## src/rtl/vga_seq_pkg.sv

```systemverilog
// Shared definitions for the VGA demo sequencer: state encodings, LFSR taps, default seed.
// Latency: n/a. Backpressure: n/a.
package vga_seq_pkg;

  typedef enum logic [1:0] {
    S_TP24   = 2'd0,
    S_TP3    = 2'd1,
    S_DEMO24 = 2'd2,
    S_DEMO3  = 2'd3
  } seq_state_t;

  localparam int LFSR_TAP_A = 31;
  localparam int LFSR_TAP_B = 21;
  localparam int LFSR_TAP_C = 1;
  localparam int LFSR_TAP_D = 0;

  localparam logic [31:0] LFSR_SEED_DEFAULT = 32'hACE10001;

  function automatic logic [31:0] lfsr_next(input logic [31:0] r);
    return {r[30:0], r[LFSR_TAP_A] ^ r[LFSR_TAP_B] ^ r[LFSR_TAP_C] ^ r[LFSR_TAP_D]};
  endfunction

  // Strict ring order; there is no other legal transition.
  function automatic seq_state_t seq_next(input seq_state_t s);
    case (s)
      S_TP24:   return S_TP3;
      S_TP3:    return S_DEMO24;
      S_DEMO24: return S_DEMO3;
      default:  return S_TP24;
    endcase
  endfunction

endpackage

```

## src/rtl/vga_demo_seq_btn_debounce.sv

```systemverilog
// Two-flop synchroniser plus stability debounce for one raw button or switch.
// Latency: 2 sync cycles + DEBOUNCE_CYC stable cycles before the level follows.
// Backpressure: none; free-running level output.
module btn_debounce #(
  parameter int DEBOUNCE_CYC = 400000
) (
  input  logic clk_dot,
  input  logic reset,
  input  logic btn_raw,
  output logic btn_db
);

  localparam int CW = (DEBOUNCE_CYC > 2) ? $clog2(DEBOUNCE_CYC) : 1;
  localparam logic [CW-1:0] CNT_LAST = CW'(DEBOUNCE_CYC - 1);

  logic          sync_q1;
  logic          sync_q2;
  logic [CW-1:0] stable_cnt;

  always_ff @(posedge clk_dot or posedge reset) begin
    if (reset) begin
      sync_q1    <= 1'b0;
      sync_q2    <= 1'b0;
      stable_cnt <= '0;
      btn_db     <= 1'b0;
    end else begin
      sync_q1 <= btn_raw;
      sync_q2 <= sync_q1;
      // Any return to the debounced level restarts the stability window.
      if (sync_q2 == btn_db) begin
        stable_cnt <= '0;
      end else if (stable_cnt == CNT_LAST) begin
        btn_db     <= sync_q2;
        stable_cnt <= '0;
      end else begin
        stable_cnt <= stable_cnt + 1'b1;
      end
    end
  end

endmodule

```

## src/rtl/vga_demo_seq.sv

```systemverilog
// Frame-synchronous sequencer stepping the pattern core through TP24/TP3/DEMO24/DEMO3.
// Latency: frame_tick 1 cycle after vsync activation; state changes at the edge ending frame_tick.
// Backpressure: none; button presses collapse into a single pending step per frame.
module vga_demo_seq
  import vga_seq_pkg::*;
#(
  parameter int          FRAMES_PER_STATE = 600,
  parameter int          DEBOUNCE_CYC     = 400000,
  parameter bit          VSYNC_ACT_LOW    = 1'b0,
  parameter logic [31:0] LFSR_SEED        = LFSR_SEED_DEFAULT
) (
  input  logic        clk_dot,
  input  logic        reset,
  input  logic        vga_vsync,
  input  logic        btn_next,
  input  logic        btn_hold,
  output logic        mode_bit,
  output logic        color_3b,
  output logic [31:0] random_num,
  output logic [1:0]  seq_state,
  output logic        frame_tick
);

  localparam logic [15:0] CNT_LAST = 16'(FRAMES_PER_STATE - 1);

  logic        vs_act;
  logic        vs_prev;
  logic        next_db;
  logic        next_db_q;
  logic        hold_db;
  logic        next_rise;
  logic        advance;
  logic        pending;
  logic        pending_d;
  logic [15:0] frame_cnt;
  logic [15:0] frame_cnt_d;
  logic [31:0] lfsr;
  logic [1:0]  state_bits;
  seq_state_t  state;
  seq_state_t  state_d;

  btn_debounce #(.DEBOUNCE_CYC(DEBOUNCE_CYC)) u_db_next (
    .clk_dot (clk_dot),
    .reset   (reset),
    .btn_raw (btn_next),
    .btn_db  (next_db)
  );

  btn_debounce #(.DEBOUNCE_CYC(DEBOUNCE_CYC)) u_db_hold (
    .clk_dot (clk_dot),
    .reset   (reset),
    .btn_raw (btn_hold),
    .btn_db  (hold_db)
  );

  assign vs_act    = vga_vsync ^ VSYNC_ACT_LOW;
  assign next_rise = next_db & ~next_db_q;

  // vs_prev resets to the active level so vsync already active at release is not a new frame.
  always_ff @(posedge clk_dot or posedge reset) begin
    if (reset) begin
      vs_prev    <= 1'b1;
      frame_tick <= 1'b0;
      next_db_q  <= 1'b0;
      state      <= S_TP24;
      frame_cnt  <= '0;
      pending    <= 1'b0;
    end else begin
      vs_prev    <= vs_act;
      frame_tick <= vs_act & ~vs_prev;
      next_db_q  <= next_db;
      state      <= state_d;
      frame_cnt  <= frame_cnt_d;
      pending    <= pending_d;
    end
  end

  always_comb begin
    state_d     = state;
    frame_cnt_d = frame_cnt;
    pending_d   = pending;
    advance     = frame_tick & (pending | (~hold_db & (frame_cnt == CNT_LAST)));
    if (advance) begin
      state_d     = seq_next(state);
      frame_cnt_d = '0;
      pending_d   = 1'b0;
    end else if (frame_tick && !hold_db && frame_cnt != CNT_LAST) begin
      frame_cnt_d = frame_cnt + 16'd1;
    end
    // A press landing on the advance cycle survives the clear.
    if (next_rise) begin
      pending_d = 1'b1;
    end
  end

  always_ff @(posedge clk_dot or posedge reset) begin
    if (reset) begin
      lfsr <= LFSR_SEED;
    end else if (lfsr == '0) begin
      lfsr <= LFSR_SEED;
    end else begin
      lfsr <= lfsr_next(lfsr);
    end
  end

  assign state_bits = state;
  assign seq_state  = state_bits;
  assign mode_bit   = state_bits[1];
  assign color_3b   = state_bits[0];
  assign random_num = lfsr;

endmodule

```

## config.mk

```make
export PLATFORM = sky130hd
export DESIGN_NAME = vga_demo_seq
export DESIGN_NICKNAME = d
export VERILOG_FILES = /design/src/rtl/vga_seq_pkg.sv /design/src/rtl/vga_demo_seq_btn_debounce.sv /design/src/rtl/vga_demo_seq.sv
export SDC_FILE = /design/constraint.sdc
export NUM_CORES = 1
export LEC_CHECK = 0
export BUFFER_PORTS_ARGS = -buffer_cell sky130_fd_sc_hd__buf_4
export CAP_MARGIN = 0
export CORE_MARGIN = 8
export CORE_UTILIZATION = 65
export CTS_BUF_LIST = sky130_fd_sc_hd__clkbuf_8
export DETAILED_ROUTE_END_ITERATION = 16
export PLACE_DENSITY_LB_ADDON = 0.05
export SLEW_MARGIN = 20
export SYNTH_ARGS = -nofsm -noshare
export SYNTH_HDL_FRONTEND = slang
export SYNTH_SLANG_ARGS = --single-unit
```

## constraint.sdc

```tcl
create_clock -name clk_dot -period 6.25 [get_ports clk_dot]
set_input_delay 1.5625 -clock clk_dot [delete_from_list [all_inputs] [get_ports clk_dot]]
set_output_delay 1.5625 -clock clk_dot [all_outputs]
set_load 0.03 [all_outputs]
```

== After elaboration in Yosys (flattened, before gate mapping) ==
Index checks and enable logic that the tools add are counted.

* Memory bits (read-only): 0
* Bits in latches: 0
* Memory bits (writable): 0
* Input bits: 5
* Register bits: 98
* Memories: 0
* Logic and storage cells: 58

* Order comparisons: 0
* Multiply operators: 0
* Equal/unequal tests: 8
* Bitwise logic cells: 13
* Add/sub/neg operators: 3
* Shift operators: 0
* Div/mod/pow operators: 0
* Reductions and logical operators: 9
* Muxes and demuxes: 10

{| class="wikitable"
|+ Operators with widths
! kind !! number
|-
| 19-bit two-way mux || 4
|-
| 19-bit by 1-bit adder with 19-bit output (second input constant) || 2
|-
| 19-bit == test (second input constant) || 2
|-
| 32-bit zero test || 1
|-
| 16-bit two-way mux || 2
|-
| 32-bit two-way mux || 1
|-
| 16-bit by 1-bit adder with 16-bit output (second input constant) || 1
|-
| 16-bit by 10-bit == test with 1-bit output (second input constant) || 1
|-
| 16-bit by 10-bit inequality test with 1-bit output (second input constant) || 1
|-
| 2-bit case mux with 3 select lines || 1
|-
| 1-bit inverter || 5
|-
| 1-bit AND || 4
|-
| 2-bit AND reduction || 2
|-
| 2-bit nonzero test || 2
|-
| 1-bit XOR || 3
|-
| 1-bit == test || 2
|-
| 2-bit by 1-bit == test with 1-bit output (second input constant) || 1
|-
| 2-bit == test (second input constant) || 1
|-
| 1-bit logical AND || 2
|-
| 2-bit zero test || 1
|-
| 1-bit two-way mux || 2
|-
| 1-bit zero test || 1
|-
| 1-bit bitwise OR || 1
|}

== Depth between registers and ports, before layout ==
* Word-level depth: 6
* Gate-level depth with buffers: 7

== Cells and area by module ==
A second synthesis with hierarchy kept.

* Cell total of the unflattened synthesis: 407
* Area total of the unflattened synthesis: 4395.5 um^2

{| class="wikitable"
|+ Modules (own cells, without submodules)
! module !! sequential area each (um^2) !! area an instance (um^2) !! times used !! cells an instance
|-
| vga_demo_seq || 1363.8 || 2228.4 || 1 || 193
|-
| btn_debounce || 550.5 || 1083.5 || 2 || 107
|}

== Worst setup path before layout ==
Ideal clock, no wire load.

* Path type: register -> output
* From: register state[1] (netlist: seq_state[1])
* To: output port seq_state[1]
* Cell stages (with the launch flop): 2
* Required time: 4.688 ns
* Data arrival time: 0.780 ns
* Path slack: 3.908 ns
* Path through: dfrtp_1 > buf_4

{| class="wikitable"
|+ RTL lines
! what !! RTL line !! source
|-
| start, declared || vga_demo_seq.sv:39 || <nowiki>seq_state_t state;</nowiki>
|-
| start signal, assigned || vga_demo_seq.sv:72 || <nowiki>state <= state_d;</nowiki>
|-
| end, declared || vga_demo_seq.sv:20 || <nowiki>output logic [1:0] seq_state,</nowiki>
|}

No word-level cell between the ends.

== Final worst setup path ==
* From: register lfsr[0] (netlist: random_num[0])
* To: output port random_num[0]

{| class="wikitable"
|+ RTL lines
! what !! RTL line !! source
|-
| start, declared || vga_demo_seq.sv:37 || <nowiki>logic [31:0] lfsr;</nowiki>
|-
| start signal, assigned || vga_demo_seq.sv:102 || <nowiki>lfsr <= lfsr_next(lfsr);</nowiki>
|-
| end, declared || vga_demo_seq.sv:19 || <nowiki>output logic [31:0] random_num,</nowiki>
|}

No word-level cell between the ends.

==> reports/results.tsv <==
stage	metric	value	unit
synth	synth-simple-area-share	0.220	
place	hpwl	5710	µm
sta	fin_setup_tns	0	ns
worst_hold_path	min_path_cells	0	
setup_path	worstPathRequired	4.69	ns
worst_hold_path	hold_class	flip-flop to flip-flop	
setup_path	cp_top_family	flip-flops	
global_routing	grt_pass1_vias	3078	
global_routing	antenna_found_initial	0	
synth	synth_edf_count	0	
synth	yosys-mux-area-fraction	0.00786	
global_routing	grt_max_degree	68	
sta	fin_skew	0.0102	ns
cts	cts_tree	yes	
synth	synthFlopType	dfrtp_1	
synth	ys_seq_area_frac	0.574	
sta	setup_viol_count_final	0	
sta	slew_viol_final	0	
sta	rsz0062_at_grt	false	
layout	n_antenna_cell	0	
sta	setup_ws	3.59	ns
setup_path	critPathSlowestCell	dfstp_2	
cts	cts_root_buffer	clkbuf_8	
place	portBuffers	41	
cts	clock_latency	0.36	ns
synth	synth_cell_types	46	
place	pre_cts_ws	3.32	ns
synth	synth_nets	418	
flow_run	max_cap_viol_count	0	
drt	dr.pass1.iters	4	
setup_path	rr_worst_depth	4	
setup_path	ff2ff_setup_slack	4.26	ns
sta	period_needed	2.66	ns
place	globalplace.congestion	0.819	
synth	synth_top_family_by_area	simple AND/OR/NAND/NOR gates	
global_routing	grt_pass1_wl	14100	µm
cts	cts_sinks	98	
floorplan	die_w	97.3	µm
cts	cts_setup_buffers	0	
cts	holdBufCountCts	0	
floorplan	fp.coreArea	6390	µm²
setup_path	critical_path.max_stage_delay	0.57	ns
run_status	status	completed	
drt	drc	0	
drt	via_count	2977	
power	peakVddDrop	0.171	mV
cts	cts_buffers	9	
power	power_density	239	nW/µm²
sta	max_freq	376	MHz
synth	yosys_warnings	0	
sta	relSlewSlack	0.489	
layout	syn2layout_area_growth	11.5	%
setup_path	crit_chain	buf_4	
setup_path	cp.arrival	1.10	ns
global_routing	grt-ovfl-total	0	
synth	synth_compound_area_frac	0.0644	
cts	cts.clk_slew.worst_paths	0.10	ns
layout	drive_above_1_share	0.200	
synth	synthArstFlopShare	1.00	
setup_path	cp_max_fo	4	
cts	clock_path_buffers	2	
setup_path	worstSetupPathType	flip-flop to output pin	
sta	min_period_over_period	0.426	
sta	hold_viol_final	0	
cts	ctsResizeCount	0	
floorplan	die_y	97.3	µm
drt	vias_per_cell	5.81	
floorplan	dieArea	9470	µm²
setup_path	startpoint_type	flip-flop	
setup_path	cp-end-kind	output pin	
cts	h-tree-depth	3	
floorplan	start_util	0.673	
floorplan	row_count	29	
drt	routedWlPerCell	15.6	µm
synth	syn_inst	407	
drt	detail-route-antenna-nets	0	
power	p_leak	2.04	nW
synth	synth-xor-area-share	0.0693	
setup_path	worst-path-stages	1	
drt	drt-initial-drc-count	103	
setup_path	cp_num_buf_inv	1	
sta	tightest_slew	0.766	ns
drt	detail_route.wirelength	7970	µm
layout	layout.nets	441	
synth	syn_area_per_cell	10.6	µm²
floorplan	pin_count	42	
global_routing	grt_use_total	0.177	
synth	synth_seq_cells	98	
synth	synthAdderAreaFrac	0.0175	
synth	syn_area	4300	µm²
layout	final_util	0.750	
## sequential cells by signal (all words and copies together), names as in the netlist, 2 cells and up
register and flops:
random_num 32, seq_state 2, frame_cnt 16, u_db_next.stable_cnt 19, u_db_hold.stable_cnt 19
## placed cells by master (no fill, tap or decap), types with 3 or more instances in the layout
cell | synthesis | layout
or3_1 | 12 | 12
clkbuf_8 | 0 | 9
buf_4 | 2 | 44
nor4_1 | 18 | 18
or4_1 | 5 | 5
o21ai_0 | 11 | 11
inv_6 | 0 | 3
dfstp_2 | 10 | 10
nand4_1 | 17 | 17
and4_1 | 3 | 3
xor2_1 | 13 | 13
or2_2 | 8 | 8
a21oi_1 | 16 | 16
ha_1 | 6 | 6
nand2_1 | 19 | 19
xnor2_1 | 21 | 21
inv_1 | 15 | 14
nor3_1 | 5 | 5
o31ai_1 | 7 | 7
and3_1 | 9 | 9
nand3_1 | 19 | 19
dfrtp_1 | 88 | 88
nor2_1 | 42 | 42
or4b_1 | 3 | 3
mux2_2 | 3 | 3
## through the flow
stage / instance area (µm²) / hold slack (ns) / instances / total power, W
2_1_floorplan: 4300 / 0.331 / 407 / 0.000728
3_3_place_gp: 4580 / 0.332 / 496 / 0.000740
3_5_place_dp: 4580 / 0.337 / 496 / 0.000744
4_1_cts: 4790 / 0.361 / 512 / 0.00116
5_1_grt: 4790 / 0.368 / 512 / 0.00120
6_report: 4790 / 0.356 / 512 / 0.00115
## Yosys cell counts (all sizes together) (2+ instances only)
library cell  instances  area share
nor3                  5      0.0058
or2                   8       0.012
and2                  2      0.0029
o21ai                11       0.013
or4b                  3      0.0070
clkbuf               23       0.020
and4                  3      0.0061
ha                    6       0.017
nand2b                2      0.0029
nand2                19       0.017
xor2                 13       0.026
nor4                 18       0.026
nor2b                 2      0.0029
dfrtp                88        0.51
or3                  12       0.017
o31ai                 7       0.012
inv                  16       0.014
nor2                 42       0.037
nand4                17       0.025
and3                  9       0.013
or4                   6       0.011
buf                   9       0.013
nor4b                 2      0.0041
xnor2                21       0.043
nand3                19       0.022
nor4bb                2      0.0047
dfstp                10       0.061
mux2                  3      0.0079
a21oi                17       0.021
## layer usage
metal,track usage,wire [µm],up-vias
met5,0,0,-
met4,0.0455,73,0
met3,0.0619,362,10
met2,0.301,4010,53
met1,0.209,3520,1447
li1,-,-,1467
## power by group
part           internal (W)  switching [W]
registers          0.000652      0.0000226
logic             0.0000209      0.0000349
clock network      0.000192       0.000223
total              0.000865       0.000281
## area by class of cell
cell class | count | area, µm²
fillers | 435 | 1600
repair buffers | 44 | 330
inverters | 16 | 62.6
well taps | 77 | 96.3
clock inverters | 7 | 82.6
flip-flops and latches | 98 | 2460
multi-input cells | 261 | 1630
clock buffers | 9 | 124
## cell families after synthesis
kind of cell | count (synthesis)
and+or+nand+nor | 173
DFF | 98
buffers and inverters | 48
AOI/OAI and AO/OA | 45
xor gates and xnor gates | 34
adders and majority gates | 6
muxes | 3
## worst paths after layout
check,start,end
max in group asynchronous,reset,random_num[16]$_DFF_PP1_
max reg2reg,u_db_hold.stable_cnt[14]$_DFF_PP0_,u_db_hold.stable_cnt[2]$_DFF_PP0_
min,u_db_next.sync_q1$_DFF_PP0_,u_db_next.sync_q2$_DFF_PP0_
min in group asynchronous,reset,random_num[10]$_DFF_PP0_
max,random_num[0]$_DFF_PP1_,random_num[0]
min reg2reg,u_db_next.sync_q1$_DFF_PP0_,u_db_next.sync_q2$_DFF_PP0_
No activity file was read; power rests on OpenSTA's default activity.
